File: src/rtl/display_scan_driver.sv
// display_scan_driver
//
// Multiplexed six-digit seven-segment driver. Scans one digit of a BCD
// HH:MM:SS time onto a shared active-low segment bus. The six digit inputs
// are captured once per frame so a digit never changes part-way through a
// scan. The minutes or hours field can be blanked at a blink rate while
// that field is being set.
//
// Each digit slot lasts REFRESH_DIV cycles. The first cycle of every slot
// is a ghost-blank cycle with every output off, and the rest are lit. A
// frame is six slots. The blink phase toggles every BLINK_DIV frames.
//
// Parameters:
//   REFRESH_DIV  clock cycles per digit slot (>= 2)
//   BLINK_DIV    complete frames per blink half-period (>= 1)
//
// Ports:
//   i_Clock       system clock
//   i_Reset       synchronous, active-high reset
//   i_Units_Sec   BCD seconds units (4)
//   i_Tens_Sec    seconds tens (3)
//   i_Units_Min   minutes units (4)
//   i_Tens_Min    minutes tens (3)
//   i_Units_Hour  hours units (4)
//   i_Tens_Hour   hours tens (2)
//   i_Blink_Min   blink digits 2-3, sampled live each cycle
//   i_Blink_Hour  blink digits 4-5, sampled live each cycle
//   o_Digit_Sel   one-hot-low digit enable (bit k = digit k, 0 = Units_Sec)
//   o_Segments    active-low {g,f,e,d,c,b,a}
//   o_Dp          active-low decimal point (lit on digits 2 and 4)
//
// All outputs are registered and show the scan state of the previous cycle.
//
// Build option:
//   LEADING_ZERO_BLANK_EN  when defined, a zero hours-tens digit is shown
//                          blank in slot 5. The digit enable stays active.

module display_scan_driver #(
  parameter int REFRESH_DIV = 1000,
  parameter int BLINK_DIV   = 64
) (
  input  logic       i_Clock,
  input  logic       i_Reset,
  input  logic [3:0] i_Units_Sec,
  input  logic [2:0] i_Tens_Sec,
  input  logic [3:0] i_Units_Min,
  input  logic [2:0] i_Tens_Min,
  input  logic [3:0] i_Units_Hour,
  input  logic [1:0] i_Tens_Hour,
  input  logic       i_Blink_Min,
  input  logic       i_Blink_Hour,
  output logic [5:0] o_Digit_Sel,
  output logic [6:0] o_Segments,
  output logic       o_Dp
);

  localparam int PW = (REFRESH_DIV > 2) ? $clog2(REFRESH_DIV) : 1;
  localparam int FW = $clog2(BLINK_DIV + 1);
  localparam logic [PW-1:0] P_LAST = PW'(REFRESH_DIV - 1);
  localparam logic [FW-1:0] F_LAST = FW'(BLINK_DIV - 1);

`ifdef LEADING_ZERO_BLANK_EN
  localparam bit LZ_BLANK = 1'b1;
`else
  localparam bit LZ_BLANK = 1'b0;
`endif

  // Scan state
  logic [PW-1:0] prescale;
  logic [2:0]    slot;
  logic [19:0]   snap;        // {th[1:0], uh[3:0], tm[2:0], um[3:0], ts[2:0], us[3:0]}
  logic [FW-1:0] frame_cnt;
  logic          blink_phase;

  logic       frame_start;
  logic       slot_end;
  logic       frame_end;
  logic [3:0] cur_digit;
  logic [5:0] digit_sel_d;
  logic [6:0] segments_d;
  logic       dp_d;
  logic       field_blank;

  function automatic logic [6:0] seg_decode(input logic [3:0] d);
    case (d)
      4'd0:    seg_decode = 7'b1000000;
      4'd1:    seg_decode = 7'b1111001;
      4'd2:    seg_decode = 7'b0100100;
      4'd3:    seg_decode = 7'b0110000;
      4'd4:    seg_decode = 7'b0011001;
      4'd5:    seg_decode = 7'b0010010;
      4'd6:    seg_decode = 7'b0000010;
      4'd7:    seg_decode = 7'b1111000;
      4'd8:    seg_decode = 7'b0000000;
      4'd9:    seg_decode = 7'b0010000;
      default: seg_decode = 7'b1111111;
    endcase
  endfunction

  assign frame_start = (prescale == '0) && (slot == 3'd0);
  assign slot_end    = (prescale == P_LAST);
  assign frame_end   = slot_end && (slot == 3'd5);

  // Snapshot digit for the current slot, zero-extended to 4 bits.
  always_comb begin
    cur_digit = 4'd0;
    case (slot)
      3'd0:    cur_digit = snap[3:0];
      3'd1:    cur_digit = {1'b0, snap[6:4]};
      3'd2:    cur_digit = snap[10:7];
      3'd3:    cur_digit = {1'b0, snap[13:11]};
      3'd4:    cur_digit = snap[17:14];
      default: cur_digit = {2'b00, snap[19:18]};
    endcase
  end

  // Output values for the current state. They are registered below.
  always_comb begin
    digit_sel_d = 6'b111111;
    segments_d  = 7'b1111111;
    dp_d        = 1'b1;
    field_blank = 1'b0;
    // The first cycle of each slot stays dark so the previous digit's
    // segments never ghost onto the newly enabled digit.
    if (prescale != '0) begin
      digit_sel_d = ~(6'b000001 << slot);
      segments_d  = seg_decode(cur_digit);
      dp_d        = !((slot == 3'd2) || (slot == 3'd4));
      if (blink_phase) begin
        if (i_Blink_Min && ((slot == 3'd2) || (slot == 3'd3)))
          field_blank = 1'b1;
        if (i_Blink_Hour && ((slot == 3'd4) || (slot == 3'd5)))
          field_blank = 1'b1;
      end
      if (LZ_BLANK && (slot == 3'd5) && (snap[19:18] == 2'd0))
        field_blank = 1'b1;
      if (field_blank)
        segments_d = 7'b1111111;
    end
  end

  always_ff @(posedge i_Clock) begin
    if (i_Reset) begin
      prescale    <= '0;
      slot        <= 3'd0;
      snap        <= 20'd0;
      frame_cnt   <= '0;
      blink_phase <= 1'b0;
      o_Digit_Sel <= 6'b111111;
      o_Segments  <= 7'b1111111;
      o_Dp        <= 1'b1;
    end else begin
      if (frame_start)
        snap <= {i_Tens_Hour, i_Units_Hour, i_Tens_Min,
                 i_Units_Min, i_Tens_Sec, i_Units_Sec};

      if (slot_end) begin
        prescale <= '0;
        slot     <= (slot == 3'd5) ? 3'd0 : slot + 3'd1;
      end else begin
        prescale <= prescale + PW'(1);
      end

      // Frames are counted on the transition into each new frame start.
      // This keeps the blink phase at 0 for the first BLINK_DIV frames
      // after reset.
      if (frame_end) begin
        if (frame_cnt == F_LAST) begin
          frame_cnt   <= '0;
          blink_phase <= ~blink_phase;
        end else begin
          frame_cnt <= frame_cnt + FW'(1);
        end
      end

      o_Digit_Sel <= digit_sel_d;
      o_Segments  <= segments_d;
      o_Dp        <= dp_d;
    end
  end

endmodule

File: config.mk
export PLATFORM = sky130hd
export DESIGN_NAME = display_scan_driver
export DESIGN_NICKNAME = d
export VERILOG_FILES = /design/src/rtl/display_scan_driver.sv
export SDC_FILE = /design/constraint.sdc
export NUM_CORES = 1
export LEC_CHECK = 0
export BUFFER_PORTS_ARGS = -buffer_cell sky130_fd_sc_hd__buf_2
export CAP_MARGIN = 20
export CORE_MARGIN = 2
export CORE_UTILIZATION = 55
export DETAILED_ROUTE_END_ITERATION = 12
export PLACE_DENSITY_LB_ADDON = 0.1
export SYNTH_ARGS = -nofsm -noshare
export SYNTH_HDL_FRONTEND = slang
export SYNTH_SLANG_ARGS = --single-unit
File: constraint.sdc
create_clock -name i_Clock -period 6.15 [get_ports i_Clock]
set_clock_uncertainty 0.15 [all_clocks]
set_input_delay 1.23 -clock i_Clock [delete_from_list [all_inputs] [get_ports i_Clock]]
set_output_delay 1.23 -clock i_Clock [all_outputs]
set_load 0.01 [all_outputs]
==> results.json <==
{
  "via_per_inst": 5.33,
  "fmax_ghz": 0.359,
  "hp-class": "flop to flop",
  "critical_path.endpoint_type": "flop",
  "cp-start-kind": "flop",
  "antennaDiodeCount": 0,
  "post_cts_resized": 0,
  "worstMarginPinSlew_ns": 0.707,
  "grt.overflow.total": 0,
  "rows": 24,
  "grt_pass1_wl_mm": 7.55,
  "htreeDepth": 2,
  "synth_seq_cells": 55,
  "finalCritPeriodShare": 0.453,
  "drive_gt1_frac": 0.200,
  "gp_congestion": 0.782,
  "ys_async_sr_fraction": 0,
  "cts-buffers-inserted": 5,
  "cts_sinks": 55,
  "initial_core_util": 0.566,
  "fin_crit_ns": 2.79,
  "ff2ff_setup_slack_ns": 3.36,
  "area_delta_synth_final_pct": 12.3,
  "cts_root_buf": "clkbuf_8",
  "r2r_end": "o_Segments[3]$_SDFF_PP1_",
  "setup_viol": 0,
  "arrival_ns": 2.81,
  "clk_path_buf_depth": 2,
  "synth_cell_types": 50,
  "rr_worst_depth": 8,
  "finalHoldViolCount": 0,
  "die_h_um": 70.7,
  "outcome": "complete, no violations",
  "rsz0062_at_grt": "no",
  "hold_end": "frame_cnt[5]$_SDFFE_PP0P_",
  "synth_nets": 298,
  "synth-main-ff-cell": "dfxtp_1",
  "post_cts_buffers": 0,
  "die_x_um": 70.7,
  "cts_tree": "yes",
  "final_common_cell": "dfxtp_1",
  "hold_start": "frame_cnt[5]$_SDFFE_PP0P_",
  "irDropWorstVdd_mv": 0.127,
  "crit_path_max_fanout": 20,
  "ys_warn_count": 0,
  "whs_path_depth": 1,
  "synth.cell_area_sq_um": 2450,
  "final_cell_mix": "dfxtp_1, nor2_1, buf_2, mux2i_1, a21oi_1",
  "fin_util": 0.635,
  "core_sq_um": 4320,
  "slew_viol_final": 0,
  "numPortBuffers": 37,
  "hpwl_mm": 3.12,
  "setup_slack_ns": 3.36,
  "nets": 330,
  "ant_nets": 0,
  "antenna_found_initial": 0,
  "clkTransAtPathRegs_ns": 0.10,
  "drt-total-wl_mm": 4.37,
  "vias": 1876,
  "track_usage": 0.185,
  "syn_avg_cell_area_sq_um": 9.16,
  "insertion_delay_ns": 0.31,
  "postSynthCellCount": 267,
  "pwr_density_cell_nw_per_um2": 258,
  "dieArea_sq_um": 5000,
  "worst_hold_slack_ns": 0.333,
  "slew_headroom": 0.527,
  "postCtsHoldBufs": 0,
  "io_pins": 38,
  "grt_max_degree": 37,
  "leakage_nw": 1.14,
  "pre_cts_ws_ns": 3.38,
  "wire_per_inst_um": 12.4,
  "drtIter0Drc": 86,
  "required_ns": 6.17,
  "route.detailed.drc": 0,
  "grt_pass1_vias": 1737,
  "synth-edff-count": 0,
  "synth_seq_area_share": 0.450,
  "dr.pass1.iters": 5,
  "cap_violations": 0,
  "fin_setup_tns_ns": 0,
  "reg2reg_from": "slot[2]$_SDFFE_PP0N_",
  "critPathKind": "flop to flop"
}
synth_stat cells, types with 2 or more instances:
cell type	count	share of area
or3_1	3	0.0077
mux2i_1	21	0.086
nand3_1	10	0.020
a21oi_1	13	0.027
nand2_1	11	0.017
nand2b_1	4	0.010
xor2_1	3	0.011
o21a_1	4	0.012
buf_2	7	0.014
nor2_1	47	0.072
clkbuf_1	3	0.0046
a211oi_1	2	0.0061
and3_1	5	0.013
nor3_1	2	0.0041
o21ai_0	12	0.025
nand3b_1	4	0.012
ha_1	7	0.036
nor3b_1	3	0.0092
dfxtp_1	55	0.45
mux2_2	3	0.014
a22oi_1	3	0.0092
inv_1	9	0.014
xnor2_1	7	0.025
a31oi_1	3	0.0077
per-layer routing:
layer  global-route usage  wire, um  vias to the layer above
li1                     -         -                      984
met1                0.233      2090                      852
met2                0.318      2050                       34
met3               0.0413       174                        6
met4               0.0566        57                        0
met5                    0         0                        -
sequential cells by signal, indices dropped and copies added, names as in the netlist:
| register | count |
|---|---|
| blink_phase | 1 |
| frame_cnt | 7 |
| o_Digit_Sel | 6 |
| o_Dp | 1 |
| o_Segments | 7 |
| prescale | 10 |
| slot | 3 |
| snap | 20 |
critical path, stage by stage, from the launching register on:
cell,delay [ns]
dfxtp_1,0.77
inv_1,0.19
ha_1,0.32
o21bai_2,0.25
a31oi_1,0.36
inv_1,0.12
ha_1,0.32
nor2_1,0.10
o21ai_0,0.07
logic make-up (layout without fill, tap and decap cells):
kind of cell / count (synthesis) / count (layout) / synth area share
AND/OR/NAND/NOR: 104 / 104 / 0.223
flip-flops: 55 / 55 / 0.450
AO/OA/AOI/OAI: 45 / 45 / 0.114
multiplexers: 24 / 24 / 0.0997
buffers and inverters: 22 / 55 / 0.0419
XOR/XNOR: 10 / 10 / 0.0358
adder cells (fa/ha/maj): 7 / 7 / 0.0358
how the worst max path moves through the flow:
stage	from	endpoint	slack, ns	cells past startpoint
after floorplan	i_Reset	o_Segments[2]$_SDFF_PP1_	3.84	4
after global placement	slot[1]$_SDFFE_PP0N_	o_Segments[3]$_SDFF_PP1_	3.38	9
after detailed placement	slot[1]$_SDFFE_PP0N_	o_Segments[3]$_SDFF_PP1_	3.38	9
after CTS	slot[2]$_SDFFE_PP0N_	o_Segments[3]$_SDFF_PP1_	3.37	8
after global routing	slot[2]$_SDFFE_PP0N_	o_Segments[1]$_SDFF_PP1_	3.13	9
final	slot[2]$_SDFFE_PP0N_	o_Segments[3]$_SDFF_PP1_	3.36	8
power breakdown:
part | leakage (nW) | switching (mW) | internal, mW
clock network | 0.0581 | 0.114 | 0.121
logic | 0.630 | 0.0472 | 0.0408
registers | 0.450 | 0.00951 | 0.376
per-stage QoR:
stage / total power [mW] / cells / instance area (sq um)
2_1_floorplan: 0.457 / 267 / 2450
3_3_place_gp: 0.482 / 344 / 2640
3_5_place_dp: 0.483 / 344 / 2640
4_1_cts: 0.721 / 352 / 2750
5_1_grt: 0.742 / 352 / 2750
6_report: 0.709 / 352 / 2750
final cells by class:
class / instances / area, sq um
clock inverters: 3 / 43.8
flip-flops and latches: 55 / 1100
well taps: 52 / 65.1
multi-input cells: 190 / 1240
clock buffers: 5 / 68.8
inverters: 9 / 33.8
fillers: 423 / 1580
repair buffers: 38 / 193
Power figures use the tool's default switching activity.
